## src/rtl/mux_rr_arbiter.sv

```systemverilog
// Round-robin arbiter that steers an external 4:1 mux and forwards its output under valid/ready.
// Optional macro MUX_RR_ARBITER_LOCK_EN adds a per-requester lock input that suspends the beat cap.
module mux_rr_arbiter #(
    parameter int MAX_BEATS = 4,
    parameter int CNT_W     = 3
) (
    input  logic       clk,
    input  logic       reset,
    input  logic [3:0] req,
    input  logic       mux_out,
    input  logic       out_ready,
`ifdef MUX_RR_ARBITER_LOCK_EN
    input  logic [3:0] lock,
`endif
    output logic       addr0,
    output logic       addr1,
    output logic [3:0] gnt,
    output logic       out_data,
    output logic       out_valid,
    output logic       busy
);

    // Handshake: a beat transfers on any rising edge where out_valid && out_ready;
    // out_valid only depends on state and req[owner], never on out_ready.
    typedef enum logic {
        IDLE = 1'b0,
        BUSY = 1'b1
    } state_t;

    localparam logic [CNT_W-1:0] CAP      = CNT_W'(MAX_BEATS);
    localparam logic [CNT_W-1:0] CAP_LAST = CNT_W'(MAX_BEATS - 1);

    state_t           state_q, state_d;
    logic [3:0]       gnt_q, gnt_d;
    logic [1:0]       addr_q, addr_d;
    logic [1:0]       last_q, last_d;
    logic [CNT_W-1:0] cnt_q, cnt_d;

    logic       found;
    logic [1:0] winner;
    logic [1:0] idx;
    logic       rel;
    logic       locked;

`ifdef MUX_RR_ARBITER_LOCK_EN
    assign locked = lock[addr_q];
`else
    assign locked = 1'b0;
`endif

    always_comb begin
        found  = 1'b0;
        winner = 2'd0;
        idx    = 2'd0;
        // Scan last+1 .. last+4; the 2-bit sum wraps 3->0 on its own.
        for (int k = 1; k <= 4; k++) begin
            idx = last_q + 2'(k);
            if (!found && req[idx]) begin
                found  = 1'b1;
                winner = idx;
            end
        end
    end

    always_comb begin
        state_d = state_q;
        gnt_d   = gnt_q;
        addr_d  = addr_q;
        last_d  = last_q;
        cnt_d   = cnt_q;
        rel     = 1'b0;
        case (state_q)
            IDLE: begin
                if (found) begin
                    state_d = BUSY;
                    gnt_d   = 4'b0001 << winner;
                    addr_d  = winner;
                    cnt_d   = '0;
                end
            end
            BUSY: begin
                if (!req[addr_q]) begin
                    rel = 1'b1;
                end else if (out_ready) begin
                    // >= covers the saturated count left behind once lock is dropped.
                    if (!locked && cnt_q >= CAP_LAST) begin
                        rel = 1'b1;
                    end else if (cnt_q == CAP) begin
                        cnt_d = cnt_q;
                    end else begin
                        cnt_d = cnt_q + CNT_W'(1);
                    end
                end
            end
            default: begin
                state_d = IDLE;
            end
        endcase
        if (rel) begin
            state_d = IDLE;
            gnt_d   = 4'b0000;
            last_d  = addr_q;
            cnt_d   = '0;
        end
    end

    always_ff @(posedge clk) begin
        if (reset) begin
            state_q <= IDLE;
            gnt_q   <= 4'b0000;
            addr_q  <= 2'd0;
            last_q  <= 2'd3;
            cnt_q   <= '0;
        end else begin
            state_q <= state_d;
            gnt_q   <= gnt_d;
            addr_q  <= addr_d;
            last_q  <= last_d;
            cnt_q   <= cnt_d;
        end
    end

    assign addr0     = addr_q[0];
    assign addr1     = addr_q[1];
    assign gnt       = gnt_q;
    assign busy      = (state_q == BUSY);
    assign out_valid = (state_q == BUSY) && req[addr_q];
    assign out_data  = mux_out;

endmodule

```

## config.mk

```make
export PLATFORM = sky130hd
export DESIGN_NAME = mux_rr_arbiter
export DESIGN_NICKNAME = d
export VERILOG_FILES = /design/src/rtl/mux_rr_arbiter.sv
export SDC_FILE = /design/constraint.sdc
export NUM_CORES = 1
export LEC_CHECK = 0
export CORE_MARGIN = 3
export CORE_UTILIZATION = 40
export DETAILED_ROUTE_END_ITERATION = 8
export PLACE_DENSITY = 0.68
export SYNTH_ARGS = -nofsm -noshare
export SYNTH_HDL_FRONTEND = slang
export SYNTH_SLANG_ARGS = --single-unit
```

## constraint.sdc

```tcl
create_clock -name clk -period 4 [get_ports clk]
set_input_delay 0.8 -clock clk [delete_from_list [all_inputs] [get_ports clk]]
set_output_delay 0.8 -clock clk [all_outputs]
set_load 0.02 [all_outputs]
```

# After elaboration in Yosys (flattened, before gate mapping)
# Index checks and enable logic that the tools add are counted.
[word_totals]
out_inout_bits = 9
wordCells = 63
ff_bits = 12
[classes]
add_sub_neg = 4
n_mux = 30
order_cmp = 6
n_reduce_logical = 10
n_bitwise = 1
eq_ne = 6
shifts = 1
[ops]
columns = ["cell", "count"]
rows = [
  ["$lt 2x3->1 const B", 5],
  ["$mux 1", 15],
  ["$mux 3", 5],
  ["$bmux 1 s2", 5],
  ["$mux 2", 4],
  ["$ne 2x2->1 const B", 4],
  ["$pmux 3 s2", 1],
  ["$reduce_and 5->1", 1],
  ["$add 2x2->2 const B", 2],
  ["$logic_and 1x1->1", 4],
  ["$shl 1x2->4 const A", 1],
  ["$add 3x1->3 const B", 1],
  ["$eq 3x3->1 const B", 1],
  ["$ge 3x2->1 const B", 1],
  ["$logic_not 1->1", 3],
  ["$add 2x1->2 const B", 1],
  ["$ne 2x1->1 const B", 1],
  ["$reduce_and 2->1", 1],
  ["$reduce_or 2->1", 1],
  ["$not 1->1", 1],
]

# Depth between registers and ports, before layout
# Gate-level depths: netlist (run 1).
[logic_depth]
depth_word = 15
ltp_mapped = 8

# Worst setup path before layout (run 1)
# No wires, ideal clock.
[synth_path]
path_type = "input to output"
startpoint = "input req[3]"
endpoint = "output out_valid"
n_path_buf = 0
stages = 2
t_required_ns = 3.200
setup_slack_ns = 1.744
arrival_time_ns = 1.456
path_cell_list = "mux4_2 and2_4"
[synth_via]
elab_chain_len = 3
[synth_lines]
columns = ["element", "line_no", "text"]
rows = [
  ["start: declaration", "9", "input logic [3:0] req,"],
  ["$bmux 1 s2", "127", "assign out_valid = (state_q == BUSY) && req[addr_q];"],
  ["$mux 1 (implied by the code)", "127", ""],
  ["$logic_and 1x1->1", "127", ""],
  ["end: declaration", "19", "output logic out_valid,"],
]
# Every way passes these cells. The select of a mux whose other input is x is not followed.

# Final worst setup path (run 1)
# Ends and elaborated chain as after synthesis.

==> results by group, run 1 <==
Status
  • Outcome: completed

Finish
  • Final #Nets: 104
  • Design Area, Final: 832 um^2
  • Layout cells sized above 1: 12.0%
  • Diodes inserted: 0
  • Area delta synth->final: 25.7%

STA
  • Slew headroom: 72.4%
  • F_max: 0.301 GHz
  • Endpoints failing hold: 0
  • Unrepaired setup endpoints after global routing: false
  • Setup TNS: 0 ns
  • Final setup viols: 0
  • Final critical-path required period: 3.32 ns
  • Final Skew: 0.00341 ns
  • Crit share post-route: 83.1%
  • Final slew viol count: 0
  • Worst-Margin Slew: 0.410 ns

Routing
  • # DRC: 0
  • DRT antenna net count: 0
  • Violation count after the first detailed-route iteration: 2
  • Routed wire per std cell: 11.6 um
  • Via count: 568
  • Routed WL: 1250 um
  • Detailed Routing Iterations Pass 1: 2
  • DR vias/cell: approximately 5.3

Flow run
  • Max_cap viols: 0

Yosys
  • Register bit total from synthesis: 12
  • Synth unique cells: 32
  • Sequential-to-total area share from yosys stat: 36.3%
  • Post-Syn Nets: a little under 90
  • Cells after Synth: 77
  • Synth warn: 0
  • Avg Cell Area, Syn: 8.60 um^2
  • Synthesized area: between 600 and 700 um^2

GRT
  • Number of global-route vias before repair: 471
  • Gr ovfl total: 0
  • Largest net degree at the start of global routing: 9
  • GR Util All Layers: 13.7%
  • Initial antenna violation count: 0
  • First-pass GRT wire length: 2030 um

Worst setup path
  • Worst setup EP type: output port
  • Crit-path max cell delay: ~0.53 ns
  • CP startpoint kind: input pin
  • R2R Setup Slk: 2.16 ns
  • Setup crit start: req[3]
  • Slowest cell on crit path: clkdlybuf4s50_1
  • Worst path required time: 3.20 ns
  • Top delay family on crit path: buffers and inverters
  • CP max FO: 6
  • Critical path's most frequent cell: clkdlybuf4s50_1
  • CP Depth: 4
  • Reg-to-reg endpoint: gnt[3]
  • Worst EP arrival: between 2 and 3 ns
  • Reg-to-reg startpoint: cnt_q[0]
  • Crit path kind: in2out
  • Critical-path cell list: clkdlybuf4s50_1 -> mux4_2 -> and2_4 -> clkdlybuf4s50_1
  • Reg2Reg Depth: 7
  • Worst setup path endpoint: out_valid
  • CP bufs+invs: 2

Floorplan
  • Die height: about 47 um
  • IO Pins: 17
  • CORE AREA: about 1500 um^2
  • Num rows: 14
  • Die area: 2180 um^2
  • Initial Util: 43.4%
  • Die Wd: 46.7 um

Clock network
  • Clk pin slew, worst setup/hold paths: roughly 0.070 ns
  • Clock Tree Buf Depth: 2
  • Post-CTS setup repair buffer count: 0
  • CTS tree: built
  • Clk_lat worst skew: around 0.27 ns
  • Total CTS buffers: 3
  • CTS Root Cell: clkbuf_4
  • Post-cts hold buffer count: 0
  • CTS sink cnt: 12
  • Cts repair resizes: 0
  • H-tree levels: 1

Pwr
  • Pwr Total: 0.311 mW
  • Leakage power: 0.324 nW
  • Peak VDD IR: 0.000220 V
  • Power per Cell Area: 374 nW/um^2

Hold path
  • Hold path start: gnt[1]
  • Worst min-delay path category: reg2reg

Placed design
  • Post-DP Area: 796 um^2
  • IO buf count: 14
  • Gp weighted congestion: 0.698
  • Hpwl dp: 930 um
-- cells in the final DEF (no fill, tap or decap), types with 2 or more instances in the layout --
| cell | count |
|---|---|
| ha_1 | 3 |
| dfxtp_1 | 12 |
| o21ai_0 | 2 |
| nand2b_1 | 4 |
| clkbuf_4 | 3 |
| nand2_1 | 3 |
| mux2i_1 | 2 |
| inv_1 | 7 |
| a21oi_1 | 7 |
| nor3_1 | 2 |
| a22oi_1 | 2 |
| clkdlybuf4s50_1 | 14 |
| nor2_1 | 11 |
-- worst min-delay path by stage --
stage | cells past startpoint | endpoint | slack (ns)
6_report | 2 | gnt[1] | 0.46
5_1_grt | 2 | gnt[1] | 0.48
4_1_cts | 2 | gnt[1] | 0.46
3_5_place_dp | 2 | gnt[1] | 0.45
3_3_place_gp | 2 | gnt[1] | 0.44
2_1_floorplan | 2 | cnt_q[0] | 0.49
-- synth_stat cells (all sizes together) --
cell type	count	area share, %
mux4	1	3.4
nand2	3	1.7
o22ai	1	0.95
nor3	2	1.5
and2	2	2.3
nand2b	4	3.8
nand3b	1	1.1
a31oi	1	0.95
ha	3	5.7
dfxtp	12	36
a21oi	8	6.6
a2bb2oi	1	1.3
nor4	1	0.95
or2	1	0.95
a211oi	2	3.0
o21ai	2	1.5
buf	3	4.0
a22oi	2	2.3
nand3	2	3.4
inv	7	4.0
nor2	12	7.2
nand4	1	0.95
a21o	1	1.1
nor2b	1	0.95
or2b	1	1.1
mux2i	2	3.0
-- per-stage QoR --
step | worst slack [ns] | hold slack [ns] | instances | util, %
2_1_floorplan | 1.74 | 0.492 | 77 | -
3_3_place_gp | 0.703 | 0.443 | 104 | 52.2
3_5_place_dp | 0.679 | 0.449 | 104 | 52.2
4_1_cts | 0.677 | 0.460 | 108 | 54.6
5_1_grt | 0.616 | 0.483 | 108 | 54.6
6_report | 0.676 | 0.459 | 108 | 54.6
-- cells by family after synthesis --
kind of cell               count (synthesis)  synth area share [%]
adders and majority gates                  3                  5.67
DFF                                       12                  36.3
buffers and inverters                     10                  7.94
and+or+nand+nor                           31                  25.9
AOI/OAI and AO/OA                         18                  17.8
muxes                                      3                  6.43
-- power by group --
| group | switching (mW) | internal [mW] | total (mW) |
|---|---|---|---|
| clock network | 0.0417 | 0.0553 | 0.0970 |
| registers | 0.00965 | 0.129 | 0.138 |
| logic | 0.0389 | 0.0371 | 0.0760 |
| total | 0.0902 | 0.221 | 0.311 |
-- sequential cells by signal (all words and copies together), names as in the netlist --
register,flops
gnt,4
cnt_q,3
addr_q,2
last_q,2
busy,1
-- worst register-to-register path: cells and delay by family, from the launching register on --
kind	cells	cell delay (ns)
simple gates	2	0.43
fa+ha+maj	2	0.39
compound gates	3	0.59
flops	1	0.35
-- area by class of cell --
type	instances	area, um^2
Clock buffer	4	36.3
Fill cell	146	692
Inverter	7	26.3
Multi-Input combinational cell	55	369
Sequential cell	12	240
Tap cell	16	20.0
Timing Repair Buffer	14	140
-- per-layer routing --
metal	global-route usage [%]	vias up	routed length, um
met5	0	-	0
met4	8.29	0	27
met3	7.03	4	70
met2	18.7	12	549
met1	17.0	257	606
li1	-	295	-
Note: power is estimated with default switching activity, not from simulation.
==> inputs of run 2 (changes only) <==
==> constraint.sdc (replaced) <==
create_clock -name clk -period 3.2 [get_ports clk]
set_input_delay 0.64 -clock clk [delete_from_list [all_inputs] [get_ports clk]]
set_output_delay 0.64 -clock clk [all_outputs]
set_load 0.02 [all_outputs]
==> results of run 2 <==
Same layout as run 1 (identical final DEF). Status: completed.
Among the figures that moved: setup slack after placement 0.679 ns -> 0.199 ns; setup slack after layout 0.676 ns -> 0.196 ns; register-to-register setup slack 2.16 ns -> 1.36 ns; total power 0.311 mW -> 0.389 mW; worst IR drop on VDD 0.000220 V -> 0.000275 V
